==> src/rtl/stream_alu_pkg.sv <==
// Shared opcode/state types and parameter defaults for stream_alu.
// The driver-side definitions header mirrors these opcode values.
package stream_alu_pkg;

    localparam int NUM_SIZE_DEF      = 16;
    localparam int CMD_SIZE_LOG2_DEF = 2;
    localparam int ACC_EXTRA_DEF     = 8;

    typedef enum logic [2:0] {
        OP_NOOP = 3'd0,
        OP_ADD  = 3'd1,
        OP_SUB  = 3'd2,
        OP_MIN  = 3'd3,
        OP_MAX  = 3'd4,
        OP_SUM  = 3'd5,
        OP_CNT  = 3'd6,
        OP_RMAX = 3'd7
    } op_t;

    typedef enum logic [1:0] {
        ST_IDLE,
        ST_ACC,
        ST_EMIT
    } state_t;

    function automatic logic is_reduction(input op_t op);
        return (op == OP_SUM) || (op == OP_CNT) || (op == OP_RMAX);
    endfunction

endpackage

==> src/rtl/stream_alu_op.sv <==
// Combinational elementwise op, then range check and narrowing to NUM_SIZE.
// Define STREAM_ALU_SATURATE_EN to clamp out-of-range results instead of wrapping.
module stream_alu_op
    import stream_alu_pkg::*;
#(
    parameter int NUM_SIZE = NUM_SIZE_DEF,
    parameter int ACC_W    = NUM_SIZE_DEF + ACC_EXTRA_DEF
) (
    input  op_t                       op,
    input  logic signed [NUM_SIZE-1:0] in1,
    input  logic signed [NUM_SIZE-1:0] in2,
    input  logic signed [ACC_W-1:0]    acc,
    output logic signed [NUM_SIZE-1:0] res,
    output logic                       ovf
);

`ifdef STREAM_ALU_SATURATE_EN
    localparam logic [NUM_SIZE-1:0] MAX_POS = {1'b0, {(NUM_SIZE-1){1'b1}}};
    localparam logic [NUM_SIZE-1:0] MIN_NEG = {1'b1, {(NUM_SIZE-1){1'b0}}};
`endif

    logic signed [NUM_SIZE:0]   a_x;
    logic signed [NUM_SIZE:0]   b_x;
    logic signed [NUM_SIZE:0]   elem;
    logic signed [ACC_W-1:0]    wide;
    logic [ACC_W-NUM_SIZE:0]    top_bits;
    logic                       in_range;

    // NOTE: every always_comb output gets a default first so no path infers a latch.
    always_comb begin
        a_x  = {in1[NUM_SIZE-1], in1};
        b_x  = {in2[NUM_SIZE-1], in2};
        elem = '0;
        case (op)
            OP_ADD:  elem = a_x + b_x;
            OP_SUB:  elem = a_x - b_x;
            OP_MIN:  elem = (a_x < b_x) ? a_x : b_x;
            OP_MAX:  elem = (a_x > b_x) ? a_x : b_x;
            default: elem = '0;
        endcase

        // Reductions narrow the accumulator; elementwise ops narrow their own result.
        wide     = is_reduction(op) ? acc : ACC_W'(elem);
        top_bits = wide[ACC_W-1:NUM_SIZE-1];
        in_range = (&top_bits) || !(|top_bits);
        ovf      = !in_range;
`ifdef STREAM_ALU_SATURATE_EN
        res = in_range ? wide[NUM_SIZE-1:0] : (wide[ACC_W-1] ? MIN_NEG : MAX_POS);
`else
        res = wide[NUM_SIZE-1:0];
`endif
    end

endmodule

==> src/rtl/stream_alu.sv <==
// Handshaked signed ALU: elementwise ops per beat, SUM/CNT/RMAX reductions per packet.
// Define STREAM_ALU_SATURATE_EN for saturating output narrowing (default wraps).
module stream_alu
    import stream_alu_pkg::*;
#(
    parameter int NUM_SIZE      = NUM_SIZE_DEF,
    parameter int CMD_SIZE_LOG2 = CMD_SIZE_LOG2_DEF,
    parameter int ACC_EXTRA     = ACC_EXTRA_DEF
) (
    input  logic                            clk,
    input  logic                            reset,
    input  logic                            enable,
    input  logic                            in_valid,
    output logic                            in_ready,
    input  logic                            in_last,
    input  logic signed [NUM_SIZE-1:0]      in1,
    input  logic signed [NUM_SIZE-1:0]      in2,
    input  logic [2**CMD_SIZE_LOG2-1:0]     cmd,
    output logic                            out_valid,
    input  logic                            out_ready,
    output logic                            out_last,
    output logic signed [NUM_SIZE-1:0]      out,
    output logic                            ovf
);

    localparam int CMD_W = 2**CMD_SIZE_LOG2;
    localparam int ACC_W = NUM_SIZE + ACC_EXTRA;

    function automatic op_t decode(input logic [CMD_W-1:0] c);
        logic [31:0] cv;
        cv = 32'(c);
        return (cv < 32'd8) ? op_t'(cv[2:0]) : OP_NOOP;
    endfunction

    state_t                     state;
    op_t                        acc_op;
    op_t                        cmd_op;
    op_t                        eff_op;
    logic                       run;
    logic                       first;
    logic                       accept;
    logic signed [ACC_W-1:0]    acc;
    logic signed [ACC_W-1:0]    acc_next;
    logic signed [ACC_W-1:0]    in1_x;
    logic signed [NUM_SIZE-1:0] res;
    logic                       res_ovf;

    // The opcode is taken from cmd only on a packet's first beat.
    assign cmd_op   = decode(cmd);
    assign eff_op   = (state == ST_ACC) ? acc_op : cmd_op;
    assign first    = (state == ST_IDLE);
    assign in_ready = run && enable &&
                      ((state == ST_ACC) || (first && (!out_valid || out_ready)));
    assign accept   = in_valid && in_ready;
    assign in1_x    = ACC_W'(in1);

    always_comb begin
        acc_next = acc;
        case (eff_op)
            OP_SUM:  acc_next = (first ? '0 : acc) + in1_x;
            OP_CNT:  acc_next = (first ? '0 : acc) + ACC_W'(1);
            OP_RMAX: acc_next = (first || (in1_x > acc)) ? in1_x : acc;
            default: acc_next = acc;
        endcase
    end

    stream_alu_op #(
        .NUM_SIZE (NUM_SIZE),
        .ACC_W    (ACC_W)
    ) u_op (
        .op  (eff_op),
        .in1 (in1),
        .in2 (in2),
        .acc (acc_next),
        .res (res),
        .ovf (res_ovf)
    );

    // NOTE: sequential state uses non-blocking assignments so every register sees pre-edge values.
    always_ff @(posedge clk or negedge reset) begin
        if (!reset) begin
            state     <= ST_IDLE;
            acc_op    <= OP_NOOP;
            acc       <= '0;
            run       <= 1'b0;
            out_valid <= 1'b0;
            out_last  <= 1'b0;
            out       <= '0;
            ovf       <= 1'b0;
        end else if (!enable) begin
            state     <= ST_IDLE;
            acc_op    <= OP_NOOP;
            acc       <= '0;
            run       <= 1'b0;
            out_valid <= 1'b0;
            out_last  <= 1'b0;
            out       <= '0;
            ovf       <= 1'b0;
        end else begin
            run <= 1'b1;
            // Data fields are left untouched on consume so they only change with a new result.
            if (out_valid && out_ready) begin
                out_valid <= 1'b0;
            end

            case (state)
                ST_IDLE, ST_ACC: begin
                    if (accept && is_reduction(eff_op)) begin
                        if (first) begin
                            acc_op <= eff_op;
                        end
                        if (in_last) begin
                            acc       <= '0;
                            out       <= res;
                            ovf       <= res_ovf;
                            out_last  <= 1'b1;
                            out_valid <= 1'b1;
                            state     <= ST_EMIT;
                        end else begin
                            acc   <= acc_next;
                            state <= ST_ACC;
                        end
                    end else if (accept && (eff_op != OP_NOOP)) begin
                        out       <= res;
                        ovf       <= res_ovf;
                        out_last  <= in_last;
                        out_valid <= 1'b1;
                    end
                end
                ST_EMIT: begin
                    if (out_valid && out_ready) begin
                        state <= ST_IDLE;
                    end
                end
                default: state <= ST_IDLE;
            endcase
        end
    end

endmodule

==> config.mk <==
export PLATFORM = sky130hd
export DESIGN_NAME = stream_alu
export DESIGN_NICKNAME = d
export VERILOG_FILES = /design/src/rtl/stream_alu_pkg.sv /design/src/rtl/stream_alu_op.sv /design/src/rtl/stream_alu.sv
export SDC_FILE = /design/constraint.sdc
export NUM_CORES = 1
export LEC_CHECK = 0
export BUFFER_PORTS_ARGS = -buffer_cell sky130_fd_sc_hd__clkbuf_2
export CAP_MARGIN = 15
export CORE_MARGIN = 4
export CORE_UTILIZATION = 40
export DETAILED_ROUTE_END_ITERATION = 10
export PLACE_DENSITY = 0.68
export RECOVER_POWER = 100
export SLEW_MARGIN = 20
export SYNTH_ARGS = -nofsm -noshare
export SYNTH_HDL_FRONTEND = slang
export SYNTH_SLANG_ARGS = --single-unit
==> constraint.sdc <==
create_clock -name clk -period 5.1 [get_ports clk]
set_clock_uncertainty 0.05 [all_clocks]
set_input_delay 0.765 -clock clk [delete_from_list [all_inputs] [get_ports clk]]
set_output_delay 0.765 -clock clk [all_outputs]
set_load 0.005 [all_outputs]
; ---- Yosys cells after proc, flatten, opt, wreduce, memory -nomap -nowiden
; Index checks and enable logic that the tools add are counted.
[word_totals]
regBits = 49
output_inout_bits = 20
[classes]
n_addsub = 4
n_lt_le_gt_ge = 4
n_eq_ne = 16
n_mux = 44
reduce_logical = 25
[op_table]
columns = op, count
row1 = $mux 24, 7
row2 = $mux 16, 5
row3 = $pmux 24 s3, 1
row4 = $pmux 17 s4, 1
row5 = $mux 17, 2
row6 = $add 24x1->24 const B, 1
row7 = $add 24x24->24, 1
row8 = $gt 16x24->1, 1
row9 = $mux 3, 6
row10 = $add 16x16->17, 1
row11 = $mux 1, 17
row12 = $sub 16x16->17, 1
row13 = $gt 16x16->1, 1
row14 = $lt 16x16->1, 1
row15 = $eq 3x3->1 const B, 4
row16 = $ne 3x3->1 const B, 3
row17 = $reduce_and 9->1, 1
row18 = $reduce_or 9->1, 1
row19 = $mux 2, 4
row20 = $logic_and 1x1->1, 7
row21 = $eq 3x2->1 const B, 2
row22 = $logic_or 1x1->1, 6
row23 = $reduce_and 3->1, 2
row24 = $lt 4x4->1 const B, 1
row25 = other kinds (12), 16

; ---- Depth between registers and ports, before layout
; Gate-level depths: netlist of run 1.
[logic_depth]
word_depth = 15
mapped_depth = 21
depth_no_buf = 17

; ---- By module
; A second synthesis of run 1 with hierarchy kept.
[unflattened]
hier_cells = 948
hier_area_um2 = 7123.1
[by_module_without_submodules]
columns = mod, n_inst, cells_per_inst, area_each_um2
row1 = stream_alu, 1, 571, 4509.3
row2 = stream_alu_op, 1, 377, 2613.8

; ---- Least setup slack after synthesis of run 1
; Ideal clock, no wire load.
[synth_timing]
path_type = input to register
startpoint = in cmd[0]
endpoint = reg ovf
setup_time_ns = 0.099
arrival_time_ns = 4.685
required_time_ns = 4.951
path_slack_ns = 0.266
path_stages = 20
path_cell_list = nor2b_1 -> mux2i_1 -> nand2_1 -> clkbuf_1 -> nor2_1 -> clkbuf_1 -> nor2b_1 -> ha_1 -> buf_2 -> a211oi_1 -> nor2_1 -> o31ai_2 -> o211ai_1 -> o31ai_2 -> o211ai_1 -> mux2_4 -> a2111oi_4 -> o21a_1 -> a21oi_1 -> a311oi_1
[synth_between]
elab_chain_cells = 15
word_cells_on_any_way = 31
[synth_rtl]
columns = item, line_no
row1 = "start, declared", stream_alu.sv:18  ; input logic [2**CMD_SIZE_LOG2-1:0] cmd,
row2 = $lt 4x4->1, stream_alu.sv:32  ; return (cv < 32'd8) ? op_t'(cv[2:0]) : OP_NOOP;
row3 = $mux 3 (*), stream_alu.sv:32
row4 = $mux 3 (*), stream_alu.sv:50  ; assign eff_op = (state == ST_ACC) ? acc_op : cmd_op;
row5 = "parallel branches: the longest is 12 deep, another holds $mux 24", --
row6 = "end signal, assigned", stream_alu.sv:115  ; ovf <= res_ovf;
row7 = "end signal, assigned", stream_alu.sv:125  ; ovf <= res_ovf;
row8 = "end, declared", stream_alu.sv:23  ; output logic ovf
; Every way passes the cells marked *. The select of a mux whose other input is x is not followed.
; A chain may end at the register's enable or synchronous reset.

; ---- Final worst setup path of run 1
[layout_timing]
startpoint = in in1[15]
endpoint = reg ovf
[layout_between]
elab_chain_cells = 13
word_cells_on_any_way = 23
[layout_rtl]
columns = item, line_no
row1 = "start, declared", stream_alu.sv:16  ; input logic signed [NUM_SIZE-1:0] in1,
row2 = $gt 16x24->1, stream_alu.sv:62  ; OP_RMAX: acc_next = (first || (in1_x > acc)) ? in1_x : acc;
row3 = $logic_or 1x1->1, stream_alu.sv:62
row4 = $mux 24, stream_alu.sv:62
row5 = $pmux 24 s3, stream_alu.sv:59  ; case (eff_op)
row6 = $mux 24 (*), stream_alu_op.sv:43  ; wide = is_reduction(op) ? acc : ACC_W'(elem);
row7 = $reduce_or 9->1, stream_alu_op.sv:45  ; in_range = (&top_bits) || !(|top_bits);
row8 = $logic_not 1->1, stream_alu_op.sv:45
row9 = $logic_or 1x1->1 (*), stream_alu_op.sv:45
row10 = $logic_not 1->1 (*), stream_alu_op.sv:46  ; ovf = !in_range;
row11 = $mux 1 (on tied branches), "stream_alu.sv:123, stream_alu.sv:112"
row12 = $mux 1 (*), stream_alu.sv:108  ; if (accept && is_reduction(eff_op)) begin
row13 = $mux 1 (*), stream_alu.sv:106  ; case (state)
row14 = $mux 1 (*), stream_alu.sv:90  ; end else if (!enable) begin
; Every way passes the cells marked *; elsewhere a longest branch is shown, timed or not. The select of a mux whose other input is x is not followed.

==> results.json, run 1 <==
{
  "slew_violations": 50,
  "die_h_um": 138,
  "max_freq_mhz": 212,
  "antenna_found_initial": 0,
  "dr.pass1.iters": 5,
  "irDropWorstVdd_uv": 130,
  "dp_slack_ns": 0.204,
  "reg2reg_from": "state[1]$_DFFE_PN0P_",
  "clock_latency_ns": 0.30,
  "die_w_um": 138,
  "h-tree-depth": 2,
  "mostFrequentLayoutCells": "98 x nor2_1, 98 x nand2_1, 79 x a21oi_1, 79 x ha_1, 59 x o21ai_0",
  "ios": 62,
  "violations": "capacitance limit, slew limit",
  "wl_um": 21700,
  "ys_warn_count": 0,
  "grt_start_max_net_pins": 50,
  "synthCells": 893,
  "cts_tree": "built",
  "syn_area_sq_um": 6720,
  "num_vias": 6958,
  "status": "complete, but fails checks",
  "finalCriticalPeriod_ns": 4.72,
  "ant_nets": 0,
  "area_growth_pct": 10.2,
  "cap_viol_max_count": 1,
  "final_core_util_pct": 44.8,
  "place.gp.congestion": 0.962,
  "layout-drive-gt1-share_pct": 9.94,
  "async_flop_share_pct": 100,
  "overflow": 0,
  "place_area_sq_um": 7310,
  "numCtsBuffers": 5,
  "setup_viol": 0,
  "synth_ff_type": "dfrtp_1",
  "cts_num_sinks": 49,
  "drc": 0,
  "critPathKind": "in2reg",
  "syn_area_per_cell_sq_um": 7.53,
  "rsz0062_at_grt": "false",
  "period_share_pct": 92.6,
  "ff2ff_path_depth": 18,
  "pwr_density_cell_nw_per_um2": 168,
  "required_ns": 5.21,
  "synth.distinct_cells": 72,
  "r2r_end": "ovf$_DFFE_PN0P_",
  "hold_class": "reg2reg",
  "start_util_pct": 40.7,
  "detail_route.wl_per_cell_um": 18.6,
  "totalNegativeSetupSlack_ns": 0,
  "grt_pass1_vias": 6616,
  "endpoint_kind": "flip-flop",
  "clk_pin_slew_ns": 0.07,
  "timing_worst_slew_pin_value_ns": 2.71,
  "hold_viol": 0,
  "n_antenna_cell": 0,
  "portBuffers": 61,
  "fp.dieArea_sq_um": 18900,
  "hold_depth": 2,
  "setup_ws_ns": 0.377,
  "comb_power_share_pct": 39.7,
  "leakage_nw": 3.29,
  "p_int_mw": 0.768,
  "clk_path_buf_depth": 2,
  "start_kind": "input pin",
  "place_hpwl_um": 16700,
  "hold_end": "out[5]$_DFFE_PN0P_",
  "slew_headroom_pct": -80.7,
  "synth_edf_count": 0,
  "cts-root-buf": "clkbuf_16",
  "arrival_ns": 4.84,
  "nNetsFinal": 1069,
  "p_sw_share_pct": 38.2,
  "via_per_inst": 5.97,
  "row_count": 47,
  "drtIter0Drc": 607,
  "final_cell_area_sq_um": 7410,
  "synth_fp_nets": 1017,
  "yosysSeqAreaShare_pct": 18.2,
  "seq_power_share_pct": 32.4,
  "power_frac_clock_pct": 27.9,
  "hold_buffers": 0,
  "path_max_fanout": 31,
  "grt_pass1_wl_um": 35300,
  "p_sw_mw": 0.475,
  "hp-start": "out[5]$_DFFE_PN0P_",
  "reg2reg_slack_ns": 0.42,
  "grt_use_total_pct": 23.4,
  "coreArea_sq_um": 16500,
  "synth-seq-cells": 49
}
worst max path at each step:
stage          slack [ns]  cells past startpoint                  from         endpoint
3_3_place_gp         0.27                     19                cmd[3]  ovf$_DFFE_PN0P_
5_1_grt              0.03                     18  state[1]$_DFFE_PN0P_  ovf$_DFFE_PN0P_
3_5_place_dp         0.20                     19                cmd[3]  ovf$_DFFE_PN0P_
2_1_floorplan        0.27                     20                cmd[0]  ovf$_DFFE_PN0P_
4_1_cts              0.34                     18  state[1]$_DFFE_PN0P_  ovf$_DFFE_PN0P_
6_report             0.38                     14               in1[15]  ovf$_DFFE_PN0P_
worst max-delay path: stages:
cell	delay (ns)
clkbuf_2	0.28
ha_1	0.44
and4_1	0.30
nand4_1	0.21
nor3_1	0.41
o31ai_1	0.20
and4b_1	0.26
o31ai_1	0.29
clkbuf_2	0.60
nor3_1	0.14
nor4_1	0.40
a41oi_1	0.17
nor4_1	0.26
a311oi_1	0.08
kinds of logic (layout without fill, tap and decap cells):
group,count (synthesis),count (layout),synth area share [%]
AO/OA/AOI/OAI,301,301,30.5
XOR/XNOR,26,26,3.39
buffers and inverters,99,152,5.92
multiplexers,34,34,5.58
flip-flops,49,49,18.2
AND/OR/NAND/NOR,302,302,20.8
adder cells (fa/ha/maj),82,82,15.6
routing by layer:
layer  wire, um  track usage (%)  share of wire, %  up-vias
met5          0                0                 0        -
met4        582             7.37               2.7        0
met3       1430             3.10               6.6       39
met2       9560             36.5                44      272
met1      10200             33.3                47     3256
li1           -                -                 -     3391
timing repair:
| action | in CTS | in global routing |
|---|---|---|
| setup buffers | 0 | 0 |
| gates resized for setup | 0 | 3 |
| setup endpoints to repair | 0 | 1 |
cells in the mapped netlist, types with 4 or more instances:
| master | number | area [sq um] |
|---|---|---|
| a211oi_1 | 6 | 45.0 |
| a21o_1 | 15 | 113 |
| a21oi_1 | 79 | 395 |
| a221oi_1 | 7 | 61.3 |
| a22oi_1 | 4 | 30.0 |
| a31oi_1 | 9 | 56.3 |
| a32o_1 | 9 | 90.1 |
| and3_1 | 5 | 31.3 |
| and4_1 | 4 | 35.0 |
| buf_2 | 15 | 75.1 |
| clkbuf_1 | 24 | 90.1 |
| dfrtp_1 | 49 | 1230 |
| ha_1 | 79 | 988 |
| inv_1 | 58 | 218 |
| mux2i_1 | 25 | 250 |
| nand2_1 | 98 | 368 |
| nand2b_1 | 13 | 81.3 |
| nand3_1 | 20 | 100 |
| nand4_1 | 10 | 62.6 |
| nor2_1 | 97 | 364 |
| nor2b_1 | 23 | 144 |
| nor3_1 | 13 | 65.1 |
| nor4_1 | 4 | 25.0 |
| o211ai_1 | 11 | 82.6 |
| o21a_1 | 7 | 52.6 |
| o21ai_0 | 59 | 295 |
| o21ai_1 | 5 | 25.0 |
| o21bai_1 | 6 | 45.0 |
| o221ai_1 | 22 | 193 |
| o22ai_1 | 22 | 138 |
| o31ai_1 | 4 | 30.0 |
| o41ai_1 | 5 | 43.8 |
| or3_1 | 4 | 25.0 |
| xnor2_1 | 15 | 131 |
| xor2_1 | 11 | 96.3 |
stage by stage:
step,instances,total power [mW],hold slack (ns)
finish,1166,1.24,0.425
global placement,1158,0.896,0.413
detailed placement,1158,0.900,0.414
global route,1166,1.32,0.457
floorplan,893,0.743,0.419
CTS,1166,1.24,0.431
cell type report:
type                    instances  area [sq um]
fillers                      1746          9120
inverters                      58           218
clock inverters                 3          22.5
repair buffers                 86           455
well taps                     220           275
clock buffers                   5           125
flip-flops and latches         49          1230
multi-input cells             745          5090
state kept, by name, summed over array words and instances (netlist names):
register and count:
acc_op 3, acc 24, out_valid 1, ovf 1
run 1, out_last 1, state 2, out 16
power groups by stage:
stage	Sequential (mW)	Combinational (mW)	Clock, mW
3_3_place_gp	0.410	0.487	0
6_report	0.402	0.494	0.347
3_5_place_dp	0.410	0.490	0
4_1_cts	0.402	0.493	0.348
5_1_grt	0.403	0.546	0.367
2_1_floorplan	0.409	0.334	0
No activity file was read; power rests on OpenSTA's default activity.
==> inputs of run 2 (changes only) <==
Settings changed: CTS_BUF_LIST from default to sky130_fd_sc_hd__clkbuf_4 sky130_fd_sc_hd__clkbuf_8.
==> results.json, run 2 (synthesis gave the netlist of run 1 again) <==
{
  "overflow": 0,
  "dr.max_layer_used": "met4",
  "via_per_inst": 6.00,
  "ctsResizeCount": 0,
  "place.gp.congestion": 0.962,
  "ant_nets": 0,
  "violations": "capacitance limit, slew limit",
  "drtIter0Drc": 678,
  "endpoint_kind": "flip-flop",
  "slew_headroom_pct": -80.7,
  "irDropWorstVdd_uv": 94.8,
  "final_core_util_pct": 44.5,
  "ios": 62,
  "totalNegativeSetupSlack_ns": 0,
  "hold_buffers": 0,
  "drc": 0,
  "coreArea_sq_um": 16500,
  "grt_pass1_vias": 6600,
  "dr.pass1.iters": 5,
  "r2r_end": "ovf$_DFFE_PN0P_",
  "arrival_ns": 4.85,
  "h-tree-depth": 2,
  "layout-drive-gt1-share_pct": 9.94,
  "clk_pin_slew_ns": 0.11,
  "n_antenna_cell": 0,
  "n_fill_cell": 1749,
  "grt_use_total_pct": 23.3,
  "top_register": "acc",
  "power_mw": 1.15,
  "hold_viol": 0,
  "leakage_nw": 3.26,
  "row_count": 47,
  "cts_tree": "built",
  "setup_viol": 0,
  "nNetsFinal": 1069,
  "max_freq_mhz": 212,
  "place_hpwl_um": 16700,
  "pwr_density_cell_nw_per_um2": 156,
  "grt_pass1_wl_um": 35200,
  "numCtsBuffers": 5,
  "detail_route.wl_per_cell_um": 18.6,
  "hold_end": "out[5]$_DFFE_PN0P_",
  "rsz0062_at_grt": "false",
  "die_w_um": 138,
  "cts-root-buf": "clkbuf_8",
  "path_max_fanout": 31,
  "slew_violations": 50,
  "wl_met1_um": 10200,
  "status": "complete, but fails checks",
  "start_util_pct": 40.7,
  "timing_worst_slew_pin_value_ns": 2.71,
  "wl_um": 21700,
  "die_h_um": 138,
  "hold_class": "reg2reg",
  "grt_start_max_net_pins": 50,
  "reg2reg_from": "state[1]$_DFFE_PN0P_",
  "fp.dieArea_sq_um": 18900,
  "clock_latency_ns": 0.33,
  "antenna_found_initial": 0,
  "clk_path_buf_depth": 2,
  "period_share_pct": 92.5,
  "dr_wl_met2_um": 9510,
  "largest_reg_flops": 24,
  "reg2reg_slack_ns": 0.40,
  "hold_depth": 2,
  "finalCriticalPeriod_ns": 4.72,
  "start_kind": "input pin",
  "critPathKind": "in2reg",
  "ff2ff_path_depth": 18,
  "required_ns": 5.24,
  "num_vias": 6998,
  "mostFrequentLayoutCells": "98 x nor2_1, 98 x nand2_1, 79 x a21oi_1, 79 x ha_1, 59 x o21ai_0",
  "area_growth_pct": 9.34,
  "portBuffers": 61,
  "cap_viol_max_count": 1,
  "hp-start": "out[5]$_DFFE_PN0P_",
  "route.met3.wl_um": 1370,
  "cts_num_sinks": 49,
  "reg_top3": "acc (24), out (16), acc_op (3)",
  "post_cts_buffers": 0
}
[run 2: cell count changes in the layout (fill, tap and decap cells not counted)]
cell,before,now
clkbuf_16,5,0
clkbuf_8,0,5
[run 2: worst max-delay path: stages]
cell	delay [ns]
clkbuf_2	0.28
ha_1	0.44
and4_1	0.30
nand4_1	0.20
nor3_1	0.44
o31ai_1	0.21
and4b_1	0.26
o31ai_1	0.29
clkbuf_2	0.60
nor3_1	0.14
nor4_1	0.40
a41oi_1	0.17
nor4_1	0.27
a311oi_1	0.08
[run 2: worst max-delay path by stage]
stage / start / endpoint / slack, ns / cells after the start
floorplan: cmd[0] / ovf$_DFFE_PN0P_ / 0.27 / 20
global placement: cmd[3] / ovf$_DFFE_PN0P_ / 0.27 / 19
detailed placement: cmd[3] / ovf$_DFFE_PN0P_ / 0.20 / 19
CTS: state[1]$_DFFE_PN0P_ / ovf$_DFFE_PN0P_ / 0.34 / 18
global route: state[1]$_DFFE_PN0P_ / ovf$_DFFE_PN0P_ / 0.03 / 18
finish: in1[15] / ovf$_DFFE_PN0P_ / 0.38 / 14
[run 2: report_power, final]
group | leakage [nW] | internal [mW] | switching [mW]
registers | 0.679 | 0.397 | 0.00580
logic | 2.55 | 0.189 | 0.305
clock network | 0.0364 | 0.0967 | 0.153
total | 3.26 | 0.682 | 0.464
[run 2: layout make-up]
cell class / instances / area [sq um] / area share [%]
sequential: 49 / 1230 / 16.7
inverter: 58 / 218 / 2.96
multi-input combinational: 745 / 5090 / 69.2
timing repair buffer: 86 / 455 / 6.19
tap: 220 / 275 / 3.74
clock inverter: 3 / 22.5 / 0.306
clock buffer: 5 / 68.8 / 0.936
[run 2: metal layers]
metal  GRT usage (%)  vias up
met1            33.4     3269
met2            36.2      276
met3            3.10       53
met4            7.65        0
met5               0        -
li1                -     3400
[run 2: per-stage QoR]
stage               area [sq um]  std cells  hold slack (ns)  setup slack [ns]
finish                      7350       1166            0.436             0.383
global route                7350       1166            0.466            0.0257
CTS                         7400       1166            0.439             0.336
floorplan                   6720        893            0.419             0.266
detailed placement          7310       1158            0.414             0.204
global placement            7310       1158            0.413             0.270
